[src/rtl/fwd_hazard_unit.sv]
// Decode-stage operand forwarding and hazard detection.
// Tracks in-flight writers and picks the youngest ready source.
module fwd_hazard_unit #(
  parameter int NRP   = 2,
  parameter int DEPTH = 3,
  parameter int AW    = 5,
  parameter int DW    = 32,
  parameter int SW    = $clog2(DEPTH+1)
) (
  input  logic              clk,
  input  logic              reset,
  input  logic              id_valid,
  input  logic [AW-1:0]     id_wa,
  input  logic [1:0]        id_tnew,
  input  logic [NRP*AW-1:0] id_ra,
  input  logic [NRP*2-1:0]  id_tuse,
  input  logic [NRP*DW-1:0] id_rd,
  input  logic [DEPTH*DW-1:0] stage_wd,
  input  logic              ext_stall,
  input  logic              flush,
  output logic              stall,
  output logic [NRP*DW-1:0] op_d,
  output logic [NRP*SW-1:0] fwd_sel
);

  logic [DEPTH-1:0] v_q, v_d;
  logic [AW-1:0]    wa_q   [DEPTH];
  logic [AW-1:0]    wa_d   [DEPTH];
  logic [1:0]       tnew_q [DEPTH];
  logic [1:0]       tnew_d [DEPTH];
  logic [NRP-1:0]   hz;

  // Per-port youngest-match search; smaller k overrides older hits.
  always_comb begin
    logic [AW-1:0] ra;
    logic [1:0]    tuse;
    op_d    = id_rd;
    fwd_sel = '0;
    hz      = '0;
    for (int p = 0; p < NRP; p++) begin
      ra   = id_ra[p*AW +: AW];
      tuse = id_tuse[p*2 +: 2];
      for (int k = DEPTH-1; k >= 0; k--) begin
        if (v_q[k] && wa_q[k] == ra && ra != '0) begin
          hz[p] = tnew_q[k] > tuse;
          if (tnew_q[k] == 2'd0) begin
            op_d[p*DW +: DW]    = stage_wd[k*DW +: DW];
            fwd_sel[p*SW +: SW] = SW'(k+1);
          end else begin
            op_d[p*DW +: DW]    = id_rd[p*DW +: DW];
            fwd_sel[p*SW +: SW] = '0;
          end
        end
      end
    end
    stall = ext_stall | (id_valid & (|hz));
  end

  // Tag pipeline next state: flush empties, otherwise shift and age.
  always_comb begin
    v_d = '0;
    for (int k = 0; k < DEPTH; k++) begin
      wa_d[k]   = '0;
      tnew_d[k] = '0;
    end
    if (!flush) begin
      if (id_valid && !stall) begin
        v_d[0]    = 1'b1;
        wa_d[0]   = id_wa;
        tnew_d[0] = id_tnew;
      end
      for (int k = 1; k < DEPTH; k++) begin
        v_d[k]    = v_q[k-1];
        wa_d[k]   = wa_q[k-1];
        tnew_d[k] = (tnew_q[k-1] == 2'd0) ? 2'd0 : tnew_q[k-1] - 2'd1;
      end
    end
  end

  // Tag state register with synchronous reset.
  always_ff @(posedge clk) begin
    if (reset) begin
      v_q <= '0;
      for (int k = 0; k < DEPTH; k++) begin
        wa_q[k]   <= '0;
        tnew_q[k] <= '0;
      end
    end else begin
      v_q <= v_d;
      for (int k = 0; k < DEPTH; k++) begin
        wa_q[k]   <= wa_d[k];
        tnew_q[k] <= tnew_d[k];
      end
    end
  end

endmodule

[config.mk]
export PLATFORM = sky130hd
export DESIGN_NAME = fwd_hazard_unit
export DESIGN_NICKNAME = d
export VERILOG_FILES = /design/src/rtl/fwd_hazard_unit.sv
export SDC_FILE = /design/constraint.sdc
export NUM_CORES = 1
export LEC_CHECK = 0
export ABC_AREA = 1
export ABC_CLOCK_PERIOD_IN_PS = 2400
export CAP_MARGIN = 10
export CORE_MARGIN = 2
export CORE_UTILIZATION = 40
export DETAILED_ROUTE_END_ITERATION = 8
export PLACE_DENSITY_LB_ADDON = 0.25
export SETUP_SLACK_MARGIN = 0.15
export SLEW_MARGIN = 10
export SYNTH_ARGS = -nofsm -noshare
export SYNTH_HDL_FRONTEND = slang
export SYNTH_SLANG_ARGS = --single-unit
[constraint.sdc]
create_clock -name clk -period 2.4 [get_ports clk]
set_input_delay 0.48 -clock clk [delete_from_list [all_inputs] [get_ports clk]]
set_output_delay 0.48 -clock clk [all_outputs]
set_load 0.05 [all_outputs]
Word-level counts from Yosys, hierarchy flattened
Memories as Yosys holds them, arrays and structs flattened.
Index checks and enable logic that the tools add are counted.
{ "classes": {"magnitude_cmp": 6, "n_mux": 43, "eq_ne": 6, "bitwise_logic": 8, "n_reduce_logical": 21, "addsub": 2} }
{ "op_table": {"columns": ["op", "n"], "rows": [
  ["$mux W32", 12],
  ["$eq A5 B5 Y1", 6],
  ["$mux W2", 14],
  ["$mux W5", 4],
  ["$mux W15", 1],
  ["$logic_and A1 B1 Y1", 13],
  ["$gt A2 B2 Y1", 6],
  ["$mux W1", 11],
  ["$reduce_bool A5 Y1", 2],
  ["$or A1 B1 Y1", 7],
  ["$logic_not A2 Y1", 3],
  ["$mux W6", 1],
  ["$reduce_or A2 Y1", 2],
  ["$sub A2 B1 Y2 const B", 2],
  ["$and A1 B1 Y1", 1],
  ["$logic_not A1 Y1", 1]
]} }
{ "word_totals": {"ff_bits": 3, "input_bits": 186, "memories": 2, "word_cells": 89, "ramBits": 21} }
{ "mem_list": {"columns": ["name", "depth", "word_bits", "read_ports", "rd_clocked_by_memory_dff", "write_ports", "line_no", "rtl"], "rows": [
  ["wa_q", 3, 5, 3, 0, 3, "27", "logic [AW-1:0] wa_q [DEPTH];"],
  ["tnew_q", 3, 2, 3, 0, 3, "29", "logic [1:0] tnew_q [DEPTH];"]
]} }

Longest topological paths before layout
An unclocked memory read counts as a cell.
{ "logic_depth": {"word_depth": 15, "ltp_mapped": 14, "mapped_depth_nobuf": 14} }

Least setup slack after synthesis
No wires, ideal clock.
{ "synth_path": {"path_type": "register to output", "from": "memory tnew_q[0][0]", "to": "output op_d[15]", "path_stages_with_launch": 8, "setup_slack_ns": -0.470, "required_ns": 1.920, "t_arrival_ns": 2.390, "n_path_buf": 3, "cell_sequence": "dfxtp_1 > inv_1 > ha_1 > clkbuf_1 > clkbuf_1 > clkbuf_1 > o21a_1 > o21ai_0"} }
{ "synth_rtl": {"columns": ["element", "line_no", "rtl"], "rows": [
  ["start, declared", "29", null],
  ["end, declared", "22", "output logic [NRP*DW-1:0] op_d,"]
]} }

==> out/qor.yml <==
status:
  result_of_the_run: "complete, but fails checks"
  violations: "negative setup slack"
synthesis:
  synth_simple_gate_area_share_pct: 33.8
  synth.ff_latch_count: 24
  synth_top_family_by_area: "compound AO/OA/AOI/OAI gates"
  synth-warning-count: 0
  syn-cell-area_um2: 4720
  synth_cells: 851
  synth_sequential_area_ratio_pct: 10.2
  post_synthesis_xor_xnor_area_fraction_pct: 0.371
  syn_nets: 1051
  share_of_the_synthesized_area_in_compound_gates_ao_oa_aoi_oai_pct: 36.3
  synthMuxAreaShare_pct: 0
  synth-adder-area-share_pct: 3.71
  netlist-cell-type-count: 28
  syn_avg_cell_area_um2: 5.54
clock_network:
  insertion_delay_ns: 0.27
  clock_path_buffers: 2
  cts_hold_buf: 0
  clock_tree.root_cell: "sky130_fd_sc_hd__clkbuf_16"
  numCtsBuffers: 3
  cts_num_sinks: 24
  tritoncts: "yes"
  htree_levels: 1
  clkSlewWorstSetupHoldPaths_ns: 0.07
place:
  port_buffers: 254
  numPlacedInstances: 1227
  dpl.hpwl_um: 15500
  gp_congestion: 0.935
  postPlaceCellArea_um2: 7770
cells_and_area:
  finalNetCount: 1339
  layout.cell_area.non_filler_um2: 10100
  num_antenna_cells: 0
  share_of_post_route_cells_with_drive_strength_above_1_pct: 38.1
  layout.filler_cells: 550
  areaGrowthSynthToFinish_pct: 115
  stdcell_count: 1281
drt:
  drt_iter0_drc: 1144
  wirelength_um: 30300
  route.antenna.remaining_nets: 0
  average_routed_wire_per_standard_cell_um: 23.7
  vias: 8395
  avgViaCountPerCell: 6.55
  drc: 0
  drt_pass_1_iters: 9
floorplanning:
  die-height_um: 113
  die_area_um2: 12700
  placeableCoreArea_um2: 11500
  floorplan.io_pins: 255
  die_w_um: 113
  floorplan.rows: 39
  starting_density_pct: 41.1
global_routing:
  grt_first_pass_wirelength_um: 38900
  gr-usage-all-layers_pct: 37.6
  grt_antenna_before_repair: 0
  grt_pass1_vias: 7489
  grt_overflow: 0
  grt_max_degree: 67
timing:
  highest_clock_rate_mhz: 363
  worst_slack_ns: -0.355
  setup_viol: 69
  final_min_period_over_clock_period_pct: 115
  grt_setup_unrepaired: "true"
  period_needed_ns: 2.76
  slew_viol_final: 0
  worst_pin_slew_ns: 0.613
  worst_hold_slack_ns: 0.430
  clock_skew_ns: 0.00913
  relSlewSlack_pct: 59.1
  final_number_of_hold_violating_endpoints: 0
critical_path:
  critical_path.cell_chain: "nand2_1 > nand2_2 > nand2_2 > nor2_4 > nand2_4 > buf_6 > buf_8 > o211ai_1 > nand3_2 > o21ai_4 > buf_12"
  critical_path.max_stage_delay_ns: 0.37
  critical_path_required_ns: 1.92
  slowest_stage: "sky130_fd_sc_hd__dfxtp_2"
  critPathBufInv: 3
  cp_common_cell: "sky130_fd_sc_hd__nand2_2"
  critical_path.top_delay_family: "simple AND/OR/NAND/NOR gates"
  worst-setup-path-type: "flip-flop to output pin"
  critical_path_startpoint_category: "flip-flop"
  crit-reg2reg-launch: "wa_q[0][10]$_SDFF_PP0_"
  critical_path_arrival_ns: 2.28
  critPathCaptureType: "output pin"
  crit_start: "wa_q[0][12]$_SDFF_PP0_"
  critical_path_peak_fanout: 5
power_and_ir_drop:
  ir_drop_mv: 0.287
  power.total_mw: 2.24
  switchingPower_mw: 0.887
  internal-power_mw: 1.36
  share_seq_of_total_power_pct: 18.1
  areal_power_density_over_the_cells_nw_per_um2: 222
  p_clk_share_pct: 22.5
  static-leakage-power_nw: 4.50
  comb_power_share_pct: 59.5
  netSwitchingFraction_pct: 39.5
run:
  max_capacitance_violation_count: 0
min_path:
  min_path_type: "flip-flop to flip-flop"
  holdCritStartpoint: "tnew_q[0][0]$_SDFF_PP0_"
==> cell families (layout without fill, tap and decap cells) <==
family	after synthesis	count (layout)
flops	24	24
fa+ha+maj	14	14
simple gates	379	379
compound gates	245	245
buf+inv	187	474
xor+xnor	2	2
==> repair_timing <==
item / 4_1_cts / 5_1_grt
resized for setup: 283 / 145
pin swaps: 67 / 74
setup endpoints to repair: 69 / 69
buffers inserted: 25 / 9
gates cloned: 10 / 6
hold endpoints to repair: 0 / 0
==> area by class of cell <==
| cell class | instances | area [um2] | share of cell area [%] |
|---|---|---|---|
| timing repair buffer | 346 | 4140 | 40.9 |
| inverter | 124 | 498 | 4.92 |
| multi-input combinational | 640 | 4700 | 46.4 |
| sequential | 24 | 498 | 4.92 |
| tap | 143 | 179 | 1.77 |
| clock buffer | 3 | 75.1 | 0.742 |
| clock inverter | 1 | 30.0 | 0.297 |
==> per-layer routing <==
layer  part of all wire, %  GRT usage (%)
met5                     0              0
met4                   9.4           20.6
met3                    12           6.53
met2                    45           63.7
met1                    33           45.0
==> layout by cell type (no fill, tap or decap), types with 4 or more instances in the layout <==
cell and n:
sky130_fd_sc_hd__o221ai_2 52, sky130_fd_sc_hd__o21a_1 31, sky130_fd_sc_hd__nor2_4 11, sky130_fd_sc_hd__nor3_1 5, sky130_fd_sc_hd__nand3_2 22, sky130_fd_sc_hd__buf_4 32
sky130_fd_sc_hd__nor2_2 18, sky130_fd_sc_hd__buf_6 60, sky130_fd_sc_hd__dfxtp_1 12, sky130_fd_sc_hd__nand2_1 188, sky130_fd_sc_hd__nand3_1 53, sky130_fd_sc_hd__o21ai_2 33
sky130_fd_sc_hd__ha_4 6, sky130_fd_sc_hd__inv_2 15, sky130_fd_sc_hd__dfxtp_2 11, sky130_fd_sc_hd__buf_16 10, sky130_fd_sc_hd__inv_4 6, sky130_fd_sc_hd__a21oi_2 4
sky130_fd_sc_hd__nand2_2 49, sky130_fd_sc_hd__clkbuf_16 8, sky130_fd_sc_hd__o211ai_1 64, sky130_fd_sc_hd__nor2_1 19, sky130_fd_sc_hd__o221ai_4 11, sky130_fd_sc_hd__o21ai_0 35
sky130_fd_sc_hd__ha_1 7, sky130_fd_sc_hd__inv_1 101, sky130_fd_sc_hd__nand2_4 7, sky130_fd_sc_hd__clkdlybuf4s50_1 171, sky130_fd_sc_hd__buf_12 27, sky130_fd_sc_hd__a21oi_1 6
sky130_fd_sc_hd__buf_8 35
==> power groups by stage <==
stage	logic, mW	registers (mW)	clock network, mW
2_1_floorplan	0.570	0.413	0
3_5_place_dp	1.07	0.414	0
6_report	1.33	0.405	0.504
3_3_place_gp	1.06	0.414	0
4_1_cts	1.19	0.405	0.496
5_1_grt	1.40	0.405	0.511
==> worst register-to-register path, cell delays in order, from the launching register on <==
cell	delay, ns
sky130_fd_sc_hd__dfxtp_2	0.36
sky130_fd_sc_hd__inv_2	0.07
sky130_fd_sc_hd__nand2_2	0.09
sky130_fd_sc_hd__nand2_2	0.07
sky130_fd_sc_hd__nand2_2	0.13
sky130_fd_sc_hd__nor2_4	0.07
sky130_fd_sc_hd__buf_4	0.13
sky130_fd_sc_hd__buf_4	0.12
sky130_fd_sc_hd__buf_4	0.12
sky130_fd_sc_hd__nand3_1	0.09
sky130_fd_sc_hd__nor2_1	0.06
sky130_fd_sc_hd__nor2_2	0.11
sky130_fd_sc_hd__nor2_2	0.06
sky130_fd_sc_hd__buf_4	0.12
sky130_fd_sc_hd__buf_4	0.12
sky130_fd_sc_hd__nor2_2	0.11
sky130_fd_sc_hd__nand4_4	0.18
sky130_fd_sc_hd__nor2_2	0.13
==> registers in the layout (all words and copies together) (netlist names) <==
register  count
tnew_q        6
wa_q         15
v_q           3
==> cell usage after synthesis (all sizes together) <==
library cell,count,area (um2)
clkbuf,43,161
nor2,48,218
xnor2,1,8.76
inv,124,465
nand2,244,916
o211ai,64,480
o21a,31,233
o31ai,1,7.51
ha,14,175
xor2,1,8.76
o221ai,63,552
nor3,5,25.0
o21ai,73,365
a22oi,2,15.0
a21boi,1,7.51
nand4,4,40.0
buf,20,114
nand3,78,395
dfxtp,24,480
a21oi,10,50.1
==> through the flow <==
step                worst slack, ns  TNS, ns  utilization (%)
floorplan                    0.0354        0                -
global placement             -0.548   -34.76             67.8
detailed placement           -0.544   -36.34             67.8
CTS                          -0.115    -4.28             81.0
global route                 -0.538   -18.15             88.3
finish                       -0.355   -13.97             88.3
==> final timing paths <==
path / endpoint / slack (ns) / cells past startpoint
min: tnew_q[0][2]$_SDFF_PP0_ / 0.43 / 1
max reg2reg: tnew_q[0][0]$_SDFF_PP0_ / 0.18 / 17
min reg2reg: tnew_q[0][2]$_SDFF_PP0_ / 0.43 / 1
max: op_d[31] / -0.36 / 11
No activity file was read; power rests on OpenSTA's default activity.
